**config.mk**
```make
export PLATFORM = sky130hd
export DESIGN_NAME = ace_trs_classifier
export DESIGN_NICKNAME = d
export VERILOG_FILES = /design/src/rtl/ace_trs_classifier.sv
export SDC_FILE = /design/constraint.sdc
export NUM_CORES = 1
export LEC_CHECK = 0
export BUFFER_PORTS_ARGS = -buffer_cell sky130_fd_sc_hd__buf_2
export CAP_MARGIN = 10
export CORE_AREA = 2 2 102 104
export CTS_CLUSTER_DIAMETER = 150
export DETAILED_ROUTE_END_ITERATION = 16
export DIE_AREA = 0 0 104 106
export GPL_TIMING_DRIVEN = 0
export PLACE_DENSITY_LB_ADDON = 0.3
export SYNTH_ARGS = -nofsm -noshare
export SYNTH_HDL_FRONTEND = slang
export SYNTH_SLANG_ARGS = --single-unit
```
**constraint.sdc**
```tcl
create_clock -name clk_i -period 1.4 [get_ports clk_i]
set_input_delay 0.14 -clock clk_i [delete_from_list [all_inputs] [get_ports clk_i]]
set_output_delay 0.14 -clock clk_i [all_outputs]
set_load 0.02 [all_outputs]
```
**src/rtl/ace_trs_classifier.sv**
```systemverilog
// ACE request classifier: decodes AW/AR snoop/barrier/domain into BYPASS/SNOOP/BARRIER,
// registers each channel through a one-entry pipeline stage and counts delivered SNOOP requests.

module ace_trs_chan #(
  parameter int unsigned PayloadWidth = 32,
  parameter int unsigned CntWidth     = 8
) (
  input  logic                    clk_i,
  input  logic                    rst_ni,
  input  logic                    clear_i,
  input  logic                    valid_i,
  output logic                    ready_o,
  input  logic [1:0]              class_i,
  input  logic [PayloadWidth-1:0] payload_i,
  output logic                    valid_o,
  input  logic                    ready_i,
  output logic [1:0]              class_o,
  output logic [PayloadWidth-1:0] payload_o,
  output logic [CntWidth-1:0]     snoop_cnt_o
);

  localparam logic [1:0] ClsSnoop = 2'b01;

  typedef enum logic {Empty = 1'b0, Full = 1'b1} state_e;

  state_e                  state_q, state_d;
  logic [1:0]              class_q;
  logic [PayloadWidth-1:0] payload_q;
  logic [CntWidth-1:0]     cnt_q, cnt_d;
  logic                    accept, handshake;

  assign accept    = valid_i && ready_o;
  assign handshake = valid_o && ready_i;

  always_ff @(posedge clk_i) begin
    if (!rst_ni) begin
      state_q   <= Empty;
      class_q   <= 2'b00;
      payload_q <= '0;
      cnt_q     <= '0;
    end else begin
      state_q <= state_d;
      cnt_q   <= cnt_d;
      if (accept) begin
        class_q   <= class_i;
        payload_q <= payload_i;
      end
    end
  end

  always_comb begin
    state_d = state_q;
    case (state_q)
      Empty:   if (valid_i) state_d = Full;
      Full:    if (ready_i && !valid_i) state_d = Empty;
      default: state_d = Empty;
    endcase
  end

  // Ready is forced high during reset so upstream never stalls on a block being flushed.
  always_comb begin
    valid_o   = (state_q == Full);
    ready_o   = !rst_ni || (state_q == Empty) || ready_i;
    class_o   = class_q;
    payload_o = payload_q;
  end

  always_comb begin
    cnt_d = cnt_q;
    if (clear_i) begin
      cnt_d = '0;
    end else if (handshake && (class_q == ClsSnoop) && (cnt_q != {CntWidth{1'b1}})) begin
      cnt_d = cnt_q + {{(CntWidth-1){1'b0}}, 1'b1};
    end
  end

  assign snoop_cnt_o = cnt_q;

endmodule

module ace_trs_classifier #(
  parameter int unsigned PayloadWidth = 32,
  parameter int unsigned CntWidth     = 8,
  parameter bit          ForceBypass  = 1'b0
) (
  input  logic                    clk_i,
  input  logic                    rst_ni,
  input  logic                    clear_i,
  input  logic                    aw_valid_i,
  output logic                    aw_ready_o,
  input  logic [2:0]              aw_snoop_i,
  input  logic [1:0]              aw_bar_i,
  input  logic [1:0]              aw_domain_i,
  input  logic [PayloadWidth-1:0] aw_payload_i,
  output logic                    aw_valid_o,
  input  logic                    aw_ready_i,
  output logic [1:0]              aw_class_o,
  output logic [PayloadWidth-1:0] aw_payload_o,
  output logic [CntWidth-1:0]     aw_snoop_cnt_o,
  input  logic                    ar_valid_i,
  output logic                    ar_ready_o,
  input  logic [3:0]              ar_snoop_i,
  input  logic [1:0]              ar_bar_i,
  input  logic [1:0]              ar_domain_i,
  input  logic [PayloadWidth-1:0] ar_payload_i,
  output logic                    ar_valid_o,
  input  logic                    ar_ready_i,
  output logic [1:0]              ar_class_o,
  output logic [PayloadWidth-1:0] ar_payload_o,
  output logic [CntWidth-1:0]     ar_snoop_cnt_o
);

  localparam logic [1:0] ClsBypass  = 2'b00;
  localparam logic [1:0] ClsSnoop   = 2'b01;
  localparam logic [1:0] ClsBarrier = 2'b10;

  logic [1:0] aw_cls, ar_cls;

  // WriteBack is non-coherent in any domain but System; WriteNoSnoop only in Non-shareable/System.
  always_comb begin
    aw_cls = ClsSnoop;
    if (aw_bar_i[0]) begin
      aw_cls = ClsBarrier;
    end else if (ForceBypass) begin
      aw_cls = ClsBypass;
    end else if ((aw_snoop_i == 3'b011 && aw_domain_i != 2'b11) ||
                 (aw_snoop_i == 3'b000 && (aw_domain_i == 2'b00 || aw_domain_i == 2'b11))) begin
      aw_cls = ClsBypass;
    end
  end

  always_comb begin
    ar_cls = ClsSnoop;
    if (ar_bar_i[0]) begin
      ar_cls = ClsBarrier;
    end else if (ForceBypass) begin
      ar_cls = ClsBypass;
    end else if (ar_snoop_i == 4'b0000 && (ar_domain_i == 2'b00 || ar_domain_i == 2'b11)) begin
      ar_cls = ClsBypass;
    end
  end

  ace_trs_chan #(.PayloadWidth(PayloadWidth), .CntWidth(CntWidth)) u_aw (
    .clk_i       (clk_i),
    .rst_ni      (rst_ni),
    .clear_i     (clear_i),
    .valid_i     (aw_valid_i),
    .ready_o     (aw_ready_o),
    .class_i     (aw_cls),
    .payload_i   (aw_payload_i),
    .valid_o     (aw_valid_o),
    .ready_i     (aw_ready_i),
    .class_o     (aw_class_o),
    .payload_o   (aw_payload_o),
    .snoop_cnt_o (aw_snoop_cnt_o)
  );

  ace_trs_chan #(.PayloadWidth(PayloadWidth), .CntWidth(CntWidth)) u_ar (
    .clk_i       (clk_i),
    .rst_ni      (rst_ni),
    .clear_i     (clear_i),
    .valid_i     (ar_valid_i),
    .ready_o     (ar_ready_o),
    .class_i     (ar_cls),
    .payload_i   (ar_payload_i),
    .valid_o     (ar_valid_o),
    .ready_i     (ar_ready_i),
    .class_o     (ar_class_o),
    .payload_o   (ar_payload_o),
    .snoop_cnt_o (ar_snoop_cnt_o)
  );

endmodule

```
==> results.cfg <==
[status]
outcome = finished with violations
violations = negative setup slack

[critical_path]
r2r_start = u_aw.class_o[1]$_SDFFE_PN0P_
critPathSlowestCell = dfxtp_2
arrival_ps = 1750
crit_fanout = 5
worst_path_largest_cell_delay_ps = 350
path_class = flop to flop
rr_endpoint = u_aw.snoop_cnt_o[3]$_SDFFE_PP0P_
r2r_cells = 4
critPathRequiredTime_ps = 1680
reg2reg_setup_slack_ps = -70
start_kind = flop
critical-path-top-delay-family = simple AND/OR/NAND/NOR gates
path_cells = nand4b_1, a31o_4, or3_1, a21oi_1
cp.buffers_inverters = 0
crit_path_end_kind = flop

[detailed_routing]
drc = 0
antenna_left = 0
dr.pass1.iters = 6
drt_iter0_drc = 148
vias_per_cell = 4.70
wirelength_um = 9980
wire_per_inst_um = 13.4
vias = 3504

[die]
io_pins = 174
dieArea_mm2 = 0.0110
chipHeight_um = 106
initial_core_util_pct = 34.1
core_mm2 = 0.0100
die_w_um = 104
rows = 37

[finish]
design_area_mm2 = 0.00509
fill_cells = 1019
fin_nets = 694
area_growth_pct = 49.2
layout-drive-gt1-share_pct = 43.7
antenna_cells = 0

[grt]
grt_pass1_vias = 3308
grt_max_degree = 14
groute.usage.overall_pct = 17.2
grt_overflow = 0
grt_antenna_before_repair = 0
grt_pass1_wl_um = 15400

[clock_tree]
cts.clk_slew.worst_paths_ps = 90
cts_tree = done
cts_buffer_depth = 2
root_buffer = clkbuf_8
clock_sink_count = 86
clock_latency_ps = 350
htreeDepth = 3
cts_buffers = 9

[sta]
rsz0062_at_grt = true
finalHoldViolCount = 0
tns_ps = -132
worst_pin_slew_ps = 555
layout_min_cycle_time_ps = 1470
max-slew-margin-rel_pct = 63.0
finClkSkew_ps = 7.65
period_share_pct = 105
fmaxAchievable_mhz = 683
setup_violations = 3
final_max_slew_viol_count = 0
worst_slack_ps = -65.1

[synth]
synth_warnings = 0
synth_top_area_share_pct = 50.5
yosysTopAreaCell = dfxtp_1
synth-seq-cells = 86
yosysMostFrequentCell = nand2_1
seq_area_frac_synth_pct = 50.5
synth.area.top_cells = dfxtp_1 (50%), nand2_1 (17%), a21boi_0 (15%), clkbuf_1 (2.1%), ha_1 (1.1%)
synth-async-reset-ratio_pct = 0
syn-num-nets = 495
synthTopCellsByCount = nand2_1 (150), dfxtp_1 (86), a21boi_0 (67)
synthFlopType = dfxtp_1
synth-edff-count = 0
synth_cells = 406
avgSynthCellArea_um2 = 8.40
ys_types = 37
netlist_area_mm2 = 0.00341

[place]
place_ws_ps = -240
dp_hpwl_um = 7240
port_buffers = 171
gp_congestion = 0.858
dpl_cell_area_mm2 = 0.00450

[pwr]
seqPwrFrac_pct = 51.3
p_sw_share_pct = 27.3
pwr-share-comb_pct = 16.4
pwr_density_cell_mw_per_mm2 = 1000
power_frac_clock_pct = 32.3
switchingPower_w = 0.00139
p_int_w = 0.00371
vdd_drop_max_v = 0.000471
p_total_w = 0.00510
power.leakage_nw = 2.38

[worst_hold_path]
min_from = aw_payload_i[11]
min_to = u_aw.payload_o[11]$_SDFFE_PN0P_
whs_path_depth = 3
hold_class = primary input to flop

[job]
max_cap_violations = 0
-- logic make-up (layout without fill, tap and decap cells) --
kind of cell,count (synthesis),after routing,synth area share [%]
fa+ha+maj,3,3,1.10
buf+inv,26,229,3.01
compound gates,92,92,19.3
xor+xnor,3,3,0.771
mux,2,2,0.587
simple gates,194,194,24.7
flops,86,86,50.5
-- worst max-delay path by stage --
| stage | endpoint | startpoint | slack, ps | depth (start not counted) |
|---|---|---|---|---|
| after CTS | u_ar.snoop_cnt_o[5]$_SDFFE_PP0P_ | u_ar.class_o[1]$_SDFFE_PN0P_ | -60 | 4 |
| after global placement | u_aw.snoop_cnt_o[4]$_SDFFE_PP0P_ | rst_ni | -210 | 5 |
| after floorplan | u_ar.snoop_cnt_o[5]$_SDFFE_PP0P_ | u_ar.class_o[1]$_SDFFE_PN0P_ | -30 | 4 |
| final | u_aw.snoop_cnt_o[3]$_SDFFE_PP0P_ | u_aw.class_o[1]$_SDFFE_PN0P_ | -70 | 4 |
| after global routing | u_aw.snoop_cnt_o[3]$_SDFFE_PP0P_ | u_aw.class_o[1]$_SDFFE_PN0P_ | -150 | 4 |
| after detailed placement | u_aw.snoop_cnt_o[4]$_SDFFE_PP0P_ | rst_ni | -240 | 5 |
-- worst min-delay path, stage by stage --
cell      delay [ps]
buf_2             90
nand2_1           40
a21boi_1          40
-- routing by layer --
layer  track usage, %  part of all wire, %
met5                0                    0
met4             7.53                  1.6
met3             4.72                  6.6
met2             29.1                   49
met1             20.6                   43
-- final cells by class --
| cell class | instances | area (µm²) | share of cell area (%) |
|---|---|---|---|
| clock inverters | 4 | 20.0 | 0.394 |
| repair buffers | 189 | 1060 | 20.9 |
| well taps | 136 | 170 | 3.34 |
| inverters | 3 | 11.3 | 0.221 |
| multi-input cells | 294 | 1730 | 34.1 |
| plain buffers | 22 | 171 | 3.37 |
| flip-flops and latches | 86 | 1760 | 34.5 |
| clock buffers | 11 | 163 | 3.20 |
-- metrics by stage --
stage	utilization [%]	instances	hold slack [ps]
floorplan	-	406	251
detailed placement	45.0	713	364
global route	50.9	745	0.842
CTS	47.8	734	7.65
finish	50.9	745	16.5
global placement	45.0	713	362
-- power groups by stage --
stage	Combinational, W	Sequential, W	Clock [W]
2_1_floorplan	0.000251	0.00282	0
3_3_place_gp	0.000705	0.00268	0
3_5_place_dp	0.000720	0.00268	0
4_1_cts	0.000740	0.00262	0.00171
5_1_grt	0.000921	0.00263	0.00179
6_report	0.000838	0.00262	0.00165
-- layout by cell type, fill, tap and decap left out, drive strengths merged, types with 4 or more instances in the layout --
cell / n
nand4: 4
and2: 5
nor2: 8
a21oi: 7
dfxtp: 86
nand3: 5
clkbuf: 30
o21ai: 7
clkinv: 4
buf: 191
nand2: 150
a21boi: 67
nor3: 6
-- state kept, by name, summed over array words and instances, names as in the netlist --
register          flops
u_ar.valid_o          1
u_aw.payload_o       32
u_ar.payload_o       32
u_aw.class_o          2
u_ar.class_o          2
u_ar.snoop_cnt_o      8
u_aw.valid_o          1
u_aw.snoop_cnt_o      8
-- repair_timing --
action / 4_1_cts / 5_1_grt
hold buffers: 1 / 0
endpoints found under the hold margin: 1 / 0
pin swaps: 1 / 9
resized for setup: 13 / 93
cloned: 0 / 4
endpoints found under the setup margin: 54 / 70
setup buffers: 6 / 7
Note: power is estimated with default switching activity, not from simulation.
